**src/rtl/matrix_vec_stream.sv**
```systemverilog
// Streams an NxN bit matrix in row by row, then multiplies it by accepted vectors (GF(2) or Boolean).
// Latency: u_valid rises N edges after the vector-accept edge, one result bit per row per cycle.
// Backpressure: the result is held in DONE until u_ready; no new vector is accepted meanwhile.
module matrix_vec_stream #(
  parameter int N    = 4,
  parameter int MODE = 0
) (
  input  logic         clk,
  input  logic         rst_n,
  input  logic         row_valid,
  output logic         row_ready,
  input  logic [N-1:0] row_data,
  input  logic         mat_clear,
  input  logic         vec_valid,
  output logic         vec_ready,
  input  logic [N-1:0] vec_data,
  output logic         u_valid,
  input  logic         u_ready,
  output logic [N-1:0] u_data,
  output logic         mat_loaded,
  output logic         busy
);

  localparam int CW = $clog2(N);
  localparam logic [CW-1:0] LAST_ROW = CW'(N - 1);

  typedef enum logic [1:0] {
    LOAD    = 2'd0,
    IDLE    = 2'd1,
    COMPUTE = 2'd2,
    DONE    = 2'd3
  } state_t;

  state_t        state;
  logic [CW-1:0] row_cnt;
  logic [N-1:0]  mat [N];
  logic [N-1:0]  vec_q;
  logic          idle_q;
  logic [N-1:0]  prod;
  logic          row_bit;

  // mat_clear wins over a pending vector in IDLE, so the ready must see it combinationally.
  assign vec_ready = idle_q & ~mat_clear;

  always_comb begin
    prod    = mat[row_cnt] & vec_q;
    row_bit = 1'b0;
    if (MODE == 1) begin
      row_bit = |prod;
    end else begin
      row_bit = ^prod;
    end
  end

  always_ff @(posedge clk) begin
    if (!rst_n) begin
      state      <= LOAD;
      row_cnt    <= '0;
      for (int i = 0; i < N; i++) begin
        mat[i] <= '0;
      end
      vec_q      <= '0;
      u_data     <= '0;
      row_ready  <= 1'b1;
      idle_q     <= 1'b0;
      u_valid    <= 1'b0;
      mat_loaded <= 1'b0;
      busy       <= 1'b0;
    end else begin
      case (state)
        LOAD: begin
          if (row_valid) begin
            mat[row_cnt] <= row_data;
            if (row_cnt == LAST_ROW) begin
              state      <= IDLE;
              row_cnt    <= '0;
              row_ready  <= 1'b0;
              idle_q     <= 1'b1;
              mat_loaded <= 1'b1;
            end else begin
              row_cnt <= row_cnt + 1'b1;
            end
          end
        end

        IDLE: begin
          if (mat_clear) begin
            state      <= LOAD;
            row_cnt    <= '0;
            row_ready  <= 1'b1;
            idle_q     <= 1'b0;
            mat_loaded <= 1'b0;
          end else if (vec_valid) begin
            state   <= COMPUTE;
            vec_q   <= vec_data;
            u_data  <= '0;
            row_cnt <= '0;
            idle_q  <= 1'b0;
            busy    <= 1'b1;
          end
        end

        COMPUTE: begin
          u_data[row_cnt] <= row_bit;
          if (row_cnt == LAST_ROW) begin
            state   <= DONE;
            row_cnt <= '0;
            u_valid <= 1'b1;
          end else begin
            row_cnt <= row_cnt + 1'b1;
          end
        end

        DONE: begin
          if (u_ready) begin
            state   <= IDLE;
            u_valid <= 1'b0;
            busy    <= 1'b0;
            idle_q  <= 1'b1;
          end
        end

        default: begin
          state     <= LOAD;
          row_cnt   <= '0;
          row_ready <= 1'b1;
          idle_q    <= 1'b0;
          u_valid   <= 1'b0;
          busy      <= 1'b0;
        end
      endcase
    end
  end

endmodule

```
**config.mk**
```make
export PLATFORM = sky130hd
export DESIGN_NAME = matrix_vec_stream
export DESIGN_NICKNAME = d
export VERILOG_FILES = /design/src/rtl/matrix_vec_stream.sv
export SDC_FILE = /design/constraint.sdc
export NUM_CORES = 1
export LEC_CHECK = 0
export CORE_UTILIZATION = 58
export CTS_CLUSTER_SIZE = 10
export DETAILED_ROUTE_END_ITERATION = 7
export PLACE_DENSITY_LB_ADDON = 0.25
export SLEW_MARGIN = 20
export SYNTH_ARGS = -nofsm -noshare
export SYNTH_HDL_FRONTEND = slang
export SYNTH_SLANG_ARGS = --single-unit
```
**constraint.sdc**
```tcl
create_clock -name clk -period 4.3 [get_ports clk]
set_clock_uncertainty 0.1 [all_clocks]
set_input_delay 0.645 -clock clk [delete_from_list [all_inputs] [get_ports clk]]
set_output_delay 0.645 -clock clk [all_outputs]
set_load 0.02 [all_outputs]
```
==> impl_metrics.json <==
{
  "drt-initial-drc-count": 77,
  "r2r.worst_path.cells": 6,
  "required_ns": 3.56,
  "gp_congestion": 0.773,
  "clock_latency_ns": 0.35,
  "cts_root_buf": "clkbuf_4",
  "wl_per_cell_um": 14.9,
  "regArea_um2": 861,
  "hold_buffers": 0,
  "avgSynthCellArea_um2": 10.5,
  "clock-sinks": 35,
  "synth_area_mm2": 0.00174,
  "ys_ff_latch": 35,
  "grt_pass1_vias": 1199,
  "hold_viol_final": 0,
  "cellPowerDensity_mw_per_mm2": 404,
  "drtPass1Iterations": 6,
  "die-area_mm2": 0.00323,
  "period_needed_ns": 2.65,
  "p_leak_uw": 0.000783,
  "layout_setup_ws_ns": 1.65,
  "num_vias": 1265,
  "reg2reg_to": "row_cnt[1]",
  "cts_buffers": 5,
  "htreeDepth": 2,
  "grt-ovfl-total": 0,
  "ioPinCount": 23,
  "fin_nets": 214,
  "post-cts-setup-buffers": 0,
  "finalSetupViolCount": 0,
  "hold_start": "mat_loaded",
  "drive_gt1_share_pct": 3.14,
  "ir_worst_vdd_mv": 0.280,
  "post_cts_resized": 0,
  "cp-start-kind": "input pin",
  "final_cell_mix": "nand2_1 (24), clkdlybuf4s50_1 (22), dfxtp_1 (19)",
  "tightest_slew_ns": 0.764,
  "grt_max_degree": 24,
  "clockBufferDepth": 2,
  "n_fill_cell": 211,
  "synthesis.nets": 190,
  "wirelength_mm": 3.30,
  "hpwl_mm": 2.45,
  "rr_startpoint": "state[1]",
  "worstSetupPathType": "in -> out",
  "insertedDiodeCount": 0,
  "end_kind": "output pin",
  "tns_ns": 0,
  "drv_slew": 0,
  "die_h_um": 56.8,
  "rsz0062_at_grt": "no",
  "fin_crit_sh_pct": 61.7,
  "max_freq_mhz": 377,
  "clk_pin_slew_ns": 0.10,
  "yosysWarnings": 0,
  "holdPathStages": 1,
  "violations": "design-rule violations",
  "initial_utilization_pct": 62.2,
  "cp_max_fo": 4,
  "min_to": "mat_loaded",
  "yosysSeqAreaShare_pct": 49.4,
  "status": "finished, violations left",
  "final_common_cell": "nand2_1",
  "maxSlewHeadroom_pct": 48.9,
  "netlist_instances": 166,
  "yosysUniqueCellTypes": 28,
  "grt_usage_pct": 23.7,
  "cp.arrival_ns": 1.91,
  "antenna_found_initial": 0,
  "core-area_mm2": 0.00281,
  "dp_slack_ns": 1.50,
  "multi_input_area_um2": 831,
  "maxCapViolCount": 0,
  "viasPerCell": 5.70,
  "hold_class": "reg -> reg",
  "area_growth_pct": 16.6,
  "cts_tree": "yes",
  "ant_nets": 0,
  "io_buffers": 22,
  "dieWidth_um": 56.8,
  "rows": 19,
  "r2r_setup_slack_ns": 2.19,
  "grt_pass1_wl_mm": 5.60,
  "drcViolationCount": 4
}
==> where the power goes <==
part | switching (µW) | internal, µW | leakage [µW]
registers | 33.0 | 393 | 0.000320
logic | 115 | 108 | 0.000433
clock network | 108 | 63.6 | 0.0000293
==> sequential cells by signal, summed over array words and instances, names as in the netlist, named ones only <==
name / cells
mat: 16
u_data: 4
vec_q: 4
row_cnt: 2
state: 2
busy: 1
idle_q: 1
mat_loaded: 1
row_ready: 1
u_valid: 1
==> metrics by stage <==
stage	hold WS (ns)	instances	total power, µW	instance area (µm²)	utilization, %
after floorplan	0.344	166	583	1740	-
after global placement	0.351	214	645	1980	70.7
after detailed placement	0.354	214	656	1980	70.7
after CTS	0.376	222	824	2030	72.5
after global routing	0.405	222	867	2030	72.5
final	0.370	222	822	2030	72.5
==> logic make-up (layout without fill, tap and decap cells) <==
| kind of cell | Yosys count | count (layout) | synth area share [%] |
|---|---|---|---|
| xor gates and xnor gates | 3 | 3 | 1.51 |
| and+or+nand+nor | 69 | 69 | 20.3 |
| AOI/OAI and AO/OA | 28 | 28 | 10.9 |
| DFF | 35 | 35 | 49.4 |
| adders and majority gates | 10 | 10 | 7.17 |
| muxes | 7 | 7 | 7.75 |
| buffers and inverters | 14 | 39 | 3.01 |
==> worst max path at each step <==
| stage | startpoint | endpoint | slack (ns) |
|---|---|---|---|
| after floorplan | state[0] | state[1] | 2.53 |
| after global placement | rst_n | mat[1][2] | 1.56 |
| after detailed placement | rst_n | mat[1][2] | 1.50 |
| after CTS | mat_clear | vec_ready | 1.65 |
| after global routing | mat_clear | vec_ready | 1.62 |
| final | mat_clear | vec_ready | 1.65 |
==> critical path, cell delays in order <==
cell and delay, ns:
clkdlybuf4s50_1 0.47, nor2b_1 0.17, clkdlybuf4s50_1 0.62
==> cells in the mapped netlist, drive strengths merged <==
cell    instances  area, µm²
nand2          24       90.1
dfxtp          19        380
and2           18        113
edfxtp         16        480
ha             10        125
a21boi          9       67.6
inv             9       33.8
nor2b           6       37.5
clkbuf          5       18.8
nand3           5       25.0
nor3            5       25.0
o21ai           5       25.0
mux4            4        105
nand2b          4       25.0
a21oi           3       15.0
mux2i           3       30.0
nor2            3       11.3
o211ai          3       22.5
o22ai           3       18.8
xnor2           3       26.3
and3            2       12.5
o31ai           2       15.0
a211o           1       8.76
nand3b          1       7.51
nor3b           1       7.51
o211a           1       10.0
o21a            1       7.51
==> metal layers <==
| metal | track usage [%] | routed length, µm | up-vias |
|---|---|---|---|
| met4 | 10.5 | 57 | 0 |
| met5 | 0 | 0 | - |
| met1 | 27.9 | 1440 | 582 |
| met3 | 8.06 | 199 | 9 |
| met2 | 39.1 | 1610 | 43 |
| li1 | - | - | 631 |
==> area by class of cell <==
class	count	area share [%]
well taps	31	1.91
clock inverters	1	0.246
flip-flops and latches	35	42.3
clock buffers	7	2.21
inverters	9	1.66
multi-input cells	117	40.8
repair buffers	22	10.8
No activity file was read; power rests on OpenSTA's default activity.
